**src/rtl/div_share_pkg.sv**
```systemverilog
// Shared types and defaults for the divider-sharing controller.
// Latency: n/a (types, constants and a pure helper function only).
// Backpressure: n/a.
package div_share_pkg;

   typedef enum logic [1:0] {
      ST_IDLE = 2'd0,
      ST_RUN  = 2'd1,
      ST_DONE = 2'd2
   } state_t;

   localparam int DEF_NUM_REQ     = 2;
   localparam int DEF_WIDTH       = 32;
   localparam int DEF_DIV_LATENCY = 32;

   // Widest requester vector the one-hot helper can express.
   localparam int MAX_REQ = 32;

   function automatic logic [MAX_REQ-1:0] idx_to_onehot(input logic [31:0] idx);
      return MAX_REQ'(1) << idx;
   endfunction

endpackage

```
**src/rtl/div_share_ctrl_if.sv**
```systemverilog
// Requester-side bundle of the divider-sharing controller.
// Latency: n/a (wiring only).
// Backpressure: req is held by a requester until its done pulse; grant shows the current owner.
interface div_share_ctrl_if import div_share_pkg::*; #(
   parameter int NUM_REQ = DEF_NUM_REQ,
   parameter int WIDTH   = DEF_WIDTH
);
   logic [NUM_REQ-1:0]       req;
   logic [NUM_REQ*WIDTH-1:0] dividend_in;
   logic [NUM_REQ*WIDTH-1:0] divisor_in;
   logic [NUM_REQ-1:0]       grant;
   logic [NUM_REQ-1:0]       done;
   logic [WIDTH-1:0]         quotient;
   logic [WIDTH-1:0]         remainder;
   logic                     dz_err;
   logic                     busy;

   // Requesters drive the operands and requests.
   modport master (
      output req, dividend_in, divisor_in,
      input  grant, done, quotient, remainder, dz_err, busy
   );

   // The controller returns ownership and results.
   modport slave (
      input  req, dividend_in, divisor_in,
      output grant, done, quotient, remainder, dz_err, busy
   );
endinterface

```
**src/rtl/div_share_ctrl_rr_arbiter.sv**
```systemverilog
// Round-robin pick: first set req at or after ptr, wrapping modulo NUM_REQ.
// Latency: combinational.
// Backpressure: none; gnt_vld is low when no request is pending.
module rr_arbiter import div_share_pkg::*; #(
   parameter int NUM_REQ = DEF_NUM_REQ
) (
   input  logic [NUM_REQ-1:0]         req,
   input  logic [$clog2(NUM_REQ)-1:0] ptr,
   output logic [NUM_REQ-1:0]         gnt_oh,
   output logic [$clog2(NUM_REQ)-1:0] gnt_idx,
   output logic                       gnt_vld
);
   localparam int IDXW = $clog2(NUM_REQ);

   int              cand;
   logic [IDXW-1:0] cand_idx;

   // Scan from the farthest offset down so the nearest request to ptr is the last one to win.
   always_comb begin
      gnt_vld  = 1'b0;
      gnt_idx  = '0;
      cand     = 0;
      cand_idx = '0;
      for (int off = NUM_REQ - 1; off >= 0; off--) begin
         cand = 32'(ptr) + off;
         if (cand >= NUM_REQ) begin
            cand = cand - NUM_REQ;
         end
         cand_idx = IDXW'(cand);
         if (req[cand_idx]) begin
            gnt_vld = 1'b1;
            gnt_idx = cand_idx;
         end
      end
      gnt_oh = gnt_vld ? NUM_REQ'(idx_to_onehot(32'(gnt_idx))) : '0;
   end
endmodule

```
**src/rtl/div_share_ctrl.sv**
```systemverilog
// Shares one free-running iterative divider between NUM_REQ requesters, round-robin.
// Latency: done DIV_LATENCY+1 cycles after the grant edge (1 cycle for divide-by-zero); one op per DIV_LATENCY+2 cycles.
// Backpressure: requests wait while busy; an owner dropping req aborts its op with no done.
module div_share_ctrl import div_share_pkg::*; #(
   parameter int NUM_REQ     = DEF_NUM_REQ,
   parameter int WIDTH       = DEF_WIDTH,
   parameter int DIV_LATENCY = DEF_DIV_LATENCY
) (
   input  logic             clk,
   input  logic             rst,
   div_share_ctrl_if.slave  bus,
   output logic [WIDTH-1:0] div_dividend,
   output logic [WIDTH-1:0] div_divisor,
   input  logic [WIDTH-1:0] div_quotient,
   input  logic [WIDTH-1:0] div_remainder
);
   localparam int IDXW = $clog2(NUM_REQ);
   localparam int CNTW = $clog2(DIV_LATENCY);
   localparam logic [CNTW-1:0] LAST_CNT = CNTW'(DIV_LATENCY - 1);

   state_t             state_q, state_d;
   logic [NUM_REQ-1:0] grant_q, grant_d;
   logic [IDXW-1:0]    owner_q, owner_d;
   logic [IDXW-1:0]    rr_ptr_q, rr_ptr_d;
   logic [CNTW-1:0]    count_q, count_d;
   logic [WIDTH-1:0]   opa_q, opa_d;
   logic [WIDTH-1:0]   opb_q, opb_d;
   logic [WIDTH-1:0]   quot_q, quot_d;
   logic [WIDTH-1:0]   rem_q, rem_d;
   logic               dz_q, dz_d;

   logic [NUM_REQ-1:0] arb_oh;
   logic [IDXW-1:0]    arb_idx;
   logic               arb_vld;
   logic [WIDTH-1:0]   win_a, win_b;
   logic               owner_req;
   logic [IDXW-1:0]    ptr_next;

   rr_arbiter #(.NUM_REQ(NUM_REQ)) u_arb (
      .req     (bus.req),
      .ptr     (rr_ptr_q),
      .gnt_oh  (arb_oh),
      .gnt_idx (arb_idx),
      .gnt_vld (arb_vld)
   );

   // Winner operand select, owner request sense and the pointer position just past the owner.
   always_comb begin
      win_a = '0;
      win_b = '0;
      for (int i = 0; i < NUM_REQ; i++) begin
         if (arb_idx == IDXW'(i)) begin
            win_a = bus.dividend_in[i*WIDTH +: WIDTH];
            win_b = bus.divisor_in[i*WIDTH +: WIDTH];
         end
      end
      owner_req = bus.req[owner_q];
      ptr_next  = (owner_q == IDXW'(NUM_REQ - 1)) ? '0 : owner_q + 1'b1;
   end

   // State register.
   always_ff @(posedge clk or posedge rst) begin
      if (rst) begin
         state_q <= ST_IDLE;
      end else begin
         state_q <= state_d;
      end
   end

   // Next state: a zero divisor skips the divider; an owner dropping req aborts the run.
   always_comb begin
      state_d = state_q;
      case (state_q)
         ST_IDLE: begin
            if (arb_vld) begin
               state_d = (win_b == '0) ? ST_DONE : ST_RUN;
            end
         end
         ST_RUN: begin
            if (!owner_req) begin
               state_d = ST_IDLE;
            end else if (count_q == LAST_CNT) begin
               state_d = ST_DONE;
            end
         end
         ST_DONE: state_d = ST_IDLE;
         default: state_d = ST_IDLE;
      endcase
   end

   // Datapath next values: operands frozen for the whole run, results held until the next capture.
   always_comb begin
      grant_d  = grant_q;
      owner_d  = owner_q;
      rr_ptr_d = rr_ptr_q;
      count_d  = count_q;
      opa_d    = opa_q;
      opb_d    = opb_q;
      quot_d   = quot_q;
      rem_d    = rem_q;
      dz_d     = dz_q;
      case (state_q)
         ST_IDLE: begin
            if (arb_vld) begin
               grant_d = arb_oh;
               owner_d = arb_idx;
               count_d = '0;
               opa_d   = win_a;
               opb_d   = win_b;
               if (win_b == '0) begin
                  quot_d = '1;
                  rem_d  = win_a;
                  dz_d   = 1'b1;
               end
            end
         end
         ST_RUN: begin
            if (!owner_req) begin
               grant_d  = '0;
               rr_ptr_d = ptr_next;
            end else if (count_q == LAST_CNT) begin
               quot_d = div_quotient;
               rem_d  = div_remainder;
               dz_d   = 1'b0;
            end else begin
               count_d = count_q + 1'b1;
            end
         end
         ST_DONE: begin
            grant_d  = '0;
            rr_ptr_d = ptr_next;
         end
         default: begin
            grant_d = '0;
         end
      endcase
   end

   // Datapath registers.
   always_ff @(posedge clk or posedge rst) begin
      if (rst) begin
         grant_q  <= '0;
         owner_q  <= '0;
         rr_ptr_q <= '0;
         count_q  <= '0;
         opa_q    <= '0;
         opb_q    <= '0;
         quot_q   <= '0;
         rem_q    <= '0;
         dz_q     <= 1'b0;
      end else begin
         grant_q  <= grant_d;
         owner_q  <= owner_d;
         rr_ptr_q <= rr_ptr_d;
         count_q  <= count_d;
         opa_q    <= opa_d;
         opb_q    <= opb_d;
         quot_q   <= quot_d;
         rem_q    <= rem_d;
         dz_q     <= dz_d;
      end
   end

   // Outputs: done is the owner's grant qualified by the DONE state.
   always_comb begin
      bus.grant     = grant_q;
      bus.done      = grant_q & {NUM_REQ{state_q == ST_DONE}};
      bus.quotient  = quot_q;
      bus.remainder = rem_q;
      bus.dz_err    = dz_q;
      bus.busy      = (state_q != ST_IDLE);
      div_dividend  = opa_q;
      div_divisor   = opb_q;
   end
endmodule
```
**src/flat_wrapper.sv**
```systemverilog
// flat-port wrapper written by rule: the top's interface ports become plain ports
module div_share_ctrl_flat import div_share_pkg::*;
#(
   parameter int NUM_REQ     = DEF_NUM_REQ,
   parameter int WIDTH       = DEF_WIDTH,
   parameter int DIV_LATENCY = DEF_DIV_LATENCY
)
  (clk, rst, div_dividend, div_divisor, div_quotient, div_remainder, bus_req, bus_dividend_in, bus_divisor_in, bus_grant, bus_done, bus_quotient, bus_remainder, bus_dz_err, bus_busy);
  div_share_ctrl_if #(.NUM_REQ(NUM_REQ), .WIDTH(WIDTH)) bus_i ();
  input  logic clk;
  input  logic rst;
  output logic [WIDTH-1:0] div_dividend;
  output logic [WIDTH-1:0] div_divisor;
  input  logic [WIDTH-1:0] div_quotient;
  input  logic [WIDTH-1:0] div_remainder;
  input wire logic [$bits(bus_i.req)-1:0] bus_req;
  input wire logic [$bits(bus_i.dividend_in)-1:0] bus_dividend_in;
  input wire logic [$bits(bus_i.divisor_in)-1:0] bus_divisor_in;
  output wire logic [$bits(bus_i.grant)-1:0] bus_grant;
  output wire logic [$bits(bus_i.done)-1:0] bus_done;
  output wire logic [$bits(bus_i.quotient)-1:0] bus_quotient;
  output wire logic [$bits(bus_i.remainder)-1:0] bus_remainder;
  output wire logic [$bits(bus_i.dz_err)-1:0] bus_dz_err;
  output wire logic [$bits(bus_i.busy)-1:0] bus_busy;
  assign bus_i.req = bus_req;
  assign bus_i.dividend_in = bus_dividend_in;
  assign bus_i.divisor_in = bus_divisor_in;
  assign bus_grant = bus_i.grant;
  assign bus_done = bus_i.done;
  assign bus_quotient = bus_i.quotient;
  assign bus_remainder = bus_i.remainder;
  assign bus_dz_err = bus_i.dz_err;
  assign bus_busy = bus_i.busy;
  div_share_ctrl #(.NUM_REQ(NUM_REQ), .WIDTH(WIDTH), .DIV_LATENCY(DIV_LATENCY)) u_core (.clk(clk), .rst(rst), .bus(bus_i), .div_dividend(div_dividend), .div_divisor(div_divisor), .div_quotient(div_quotient), .div_remainder(div_remainder));
endmodule
```
**config.mk**
```make
export PLATFORM = sky130hd
export DESIGN_NAME = div_share_ctrl_flat
export DESIGN_NICKNAME = d
export VERILOG_FILES = /design/src/rtl/div_share_pkg.sv /design/src/rtl/div_share_ctrl_if.sv /design/src/rtl/div_share_ctrl_rr_arbiter.sv /design/src/rtl/div_share_ctrl.sv /design/src/flat_wrapper.sv
export SDC_FILE = /design/constraint.sdc
export NUM_CORES = 1
export LEC_CHECK = 0
export CAP_MARGIN = 30
export CORE_MARGIN = 2
export CORE_UTILIZATION = 36
export CTS_CLUSTER_SIZE = 12
export DETAILED_ROUTE_END_ITERATION = 8
export GPL_TIMING_DRIVEN = 0
export PLACE_DENSITY = 0.8
export SYNTH_ARGS = -nofsm -noshare
export SYNTH_HDL_FRONTEND = slang
export SYNTH_HIERARCHICAL = 1
export SYNTH_SLANG_ARGS = --single-unit
```
**constraint.sdc**
```tcl
create_clock -name clk -period 5.35 [get_ports clk]
set_clock_uncertainty 0.1 [all_clocks]
set_input_delay 1.3375 -clock clk [delete_from_list [all_inputs] [get_ports clk]]
set_output_delay 1.3375 -clock clk [all_outputs]
set_load 0.1 [all_outputs]
```
==> impl_metrics.env <==
export IMPL_htreeDepth=4
export IMPL_synth_net_count=777
export IMPL_dp_hpwl_mm=17.5
export IMPL_worstHoldPathType="reg2reg"
export IMPL_die_h_um=136
export IMPL_cts_setup_buffers=0
export IMPL_cts_root_buf="clkbuf_16"
export IMPL_io_pins=330
export IMPL_wl_per_cell_um=19.1
export IMPL_drt_total_wl_mm=22.4
export IMPL_syn_area_sq_um=6320
export IMPL_syn_to_final_growth_pct=67.7
export IMPL_grt_max_degree=92
export IMPL_met1_length_mm=8.74
export IMPL_min_period_over_period_pct=74.6
export IMPL_synthArstFlopShare_pct=100
export IMPL_fmax_mhz=251
export IMPL_top_layer="met4"
export IMPL_final_net_count=1129
export IMPL_ys_types=35
export IMPL_fin_cells=1169
export IMPL_rsz0062_at_grt="no"
export IMPL_max_slew_margin_pct=31.2
export IMPL_cp_end_kind="register"
export IMPL_place_ws_ps=967
export IMPL_die_w_um=136
export IMPL_clk_pin_slew_worst_paths_ps=60
export IMPL_path_max_fanout=10
export IMPL_multi_input_area_sq_um=2590
export IMPL_crit_type="in2reg"
export IMPL_grt_pass1_wl_mm=33.6
export IMPL_status="complete, no violations"
export IMPL_antenna_cells=0
export IMPL_place_congestion=0.836
export IMPL_num_rows=48
export IMPL_die_area_sq_um=18600
export IMPL_slowest_stage="clkdlybuf4s50_1"
export IMPL_ant_nets=0
export IMPL_n_fill_cell=1485
export IMPL_cts_resized=0
export IMPL_wl_met2_mm=11.0
export IMPL_hold_viol_final=0
export IMPL_antenna_found_initial=0
export IMPL_startpoint_type="primary input"
export IMPL_core_area_sq_um=17200
export IMPL_met3_length_mm=2.02
export IMPL_via_per_inst=5.04
export IMPL_grt_util_all_layers_pct=24.2
export IMPL_finalSetupViolCount=0
export IMPL_synth_cells=579
export IMPL_ff2ff_path_depth=8
export IMPL_dp_cells=1137
export IMPL_critical_path_most_common_cell="buf_2"
export IMPL_ys_ff_latch=140
export IMPL_grt_ovfl_total=0
export IMPL_first_global_vias=6151
export IMPL_port_buffers=329
export IMPL_synth_edf_count=0
export IMPL_path_cells="clkdlybuf4s50_1 -> a21boi_1 -> clkbuf_1 -> buf_2 -> buf_2 -> mux2i_1 -> a21oi_1 -> mux2_1"
export IMPL_timing_final_ws_setup_ps=1360
export IMPL_synth_top_flop_cell="dfrtp_1"
export IMPL_postLayoutCoreUtil_pct=61.5
export IMPL_cts_path_max_buffers=2
export IMPL_worstSkewPairLatency_ps=410
export IMPL_yosysSeqAreaShare_pct=55.5
export IMPL_cts_inserted_buffers=17
export IMPL_max_cap_violations=0
export IMPL_cts_tree="done"
export IMPL_via_count=5890
export IMPL_hold_depth=2
export IMPL_cpPeakStageDelay_ps=540
export IMPL_clock_sinks=140
export IMPL_drv_slew=0
export IMPL_start_util_pct=36.6
export IMPL_synth_area_per_cell_sq_um=10.9
export IMPL_min_period_ps=3990
export IMPL_seqCellArea_sq_um=3500
export IMPL_yosysWarnings=6
export IMPL_crit_required_ps=5540
export IMPL_worst_pin_slew_ps=1030
export IMPL_postCtsHoldBufs=0
export IMPL_crit_arrival_ps=4180
export IMPL_drtPass1Iterations=4
export IMPL_drt_iter0_drc=248
export IMPL_drc=0
export IMPL_drive_gt1_share_pct=7.10
[critical path: cells and delay by family]
kind                   cells  cell delay [ps]
AOI/OAI and AO/OA          2              300
buffers and inverters      4             1710
muxes                      2              820
[flip-flops by register name (all words and copies together) (netlist names)]
signal	count
u_core/bus.quotient	32
u_core/bus.grant	2
u_core/div_dividend	32
u_core/bus.remainder	32
u_core/state_q	2
u_core/bus.dz_err	1
u_core/div_divisor	32
u_core/rr_ptr_q	1
u_core/owner_q	1
u_core/count_q	5
[cells in the mapped netlist (all sizes together) (4+ instances only)]
library cell / count / area, sq um
nor4: 16 / 100
o21ai: 70 / 350
nand4: 4 / 25.0
clkbuf: 24 / 90.1
dfrtp: 140 / 3500
mux2i: 66 / 661
nand2: 70 / 263
nor2: 40 / 150
a21oi: 34 / 170
o22a: 32 / 280
a22o: 5 / 43.8
inv: 5 / 18.8
buf: 17 / 116
mux2: 33 / 372
[cell usage in the layout, fill, tap and decap left out, types with 4 or more instances in the layout]
master	instances
buf_4	4
mux2_2	16
mux2_1	17
clkdlybuf4s50_1	329
clkbuf_1	27
mux2i_1	66
o22a_1	32
buf_16	4
nand2_1	70
buf_2	9
a22o_1	5
a21oi_1	34
nor4_1	16
nand4_1	4
nor2_1	40
inv_1	4
clkbuf_16	17
dfrtp_1	140
o21ai_0	70
[per-layer routing]
layer	vias up	global-route usage, %
met4	0	9.09
met1	2835	29.1
met5	-	0
met3	38	7.57
li1	2778	-
met2	239	40.8
[per-stage QoR]
step	setup TNS, ps	hold WS [ps]	cell area (sq um)
5_1_grt	0	397	10600
6_report	0	378	10600
4_1_cts	0	383	10600
2_1_floorplan	0	372	6320
3_5_place_dp	0	369	10000
3_3_place_gp	-268520	361	9890
[kinds of logic (layout without fill, tap and decap cells)]
kind of cell	Yosys count	count (layout)	synth area share [%]
compound gates	149	149	14.4
simple gates	143	143	9.83
flops	140	140	55.5
mux	99	99	16.3
buf+inv	46	411	3.57
fa+ha+maj	2	2	0.396
[final cells by class]
type / instances / share of cell area (%)
flip-flops and latches: 140 / 33.1
plain buffers: 41 / 1.95
well taps: 225 / 2.66
repair buffers: 333 / 32.1
clock buffers: 23 / 4.51
multi-input cells: 393 / 24.4
inverters: 5 / 0.224
clock inverters: 9 / 1.04
[path summary, 6_finish.rpt]
kind,from,end,slack (ps)
max,bus_req[1],u_core/bus.remainder[6]$_DFFE_PP0P_,1360
min reg2reg,u_core/div_dividend[1]$_DFFE_PP0P_,u_core/div_dividend[1]$_DFFE_PP0P_,380
max reg2reg,u_core/rr_ptr_q$_DFFE_PP0P_,u_core/bus.remainder[6]$_DFFE_PP0P_,2380
max in group asynchronous,rst,u_core/div_dividend[1]$_DFFE_PP0P_,3110
min in group asynchronous,rst,u_core/bus.remainder[26]$_DFFE_PP0P_,1230
min,u_core/div_dividend[1]$_DFFE_PP0P_,u_core/div_dividend[1]$_DFFE_PP0P_,380
Power is not shown: default switching activity piles up to over one toggle a cycle in this logic, so the estimate is an artifact.
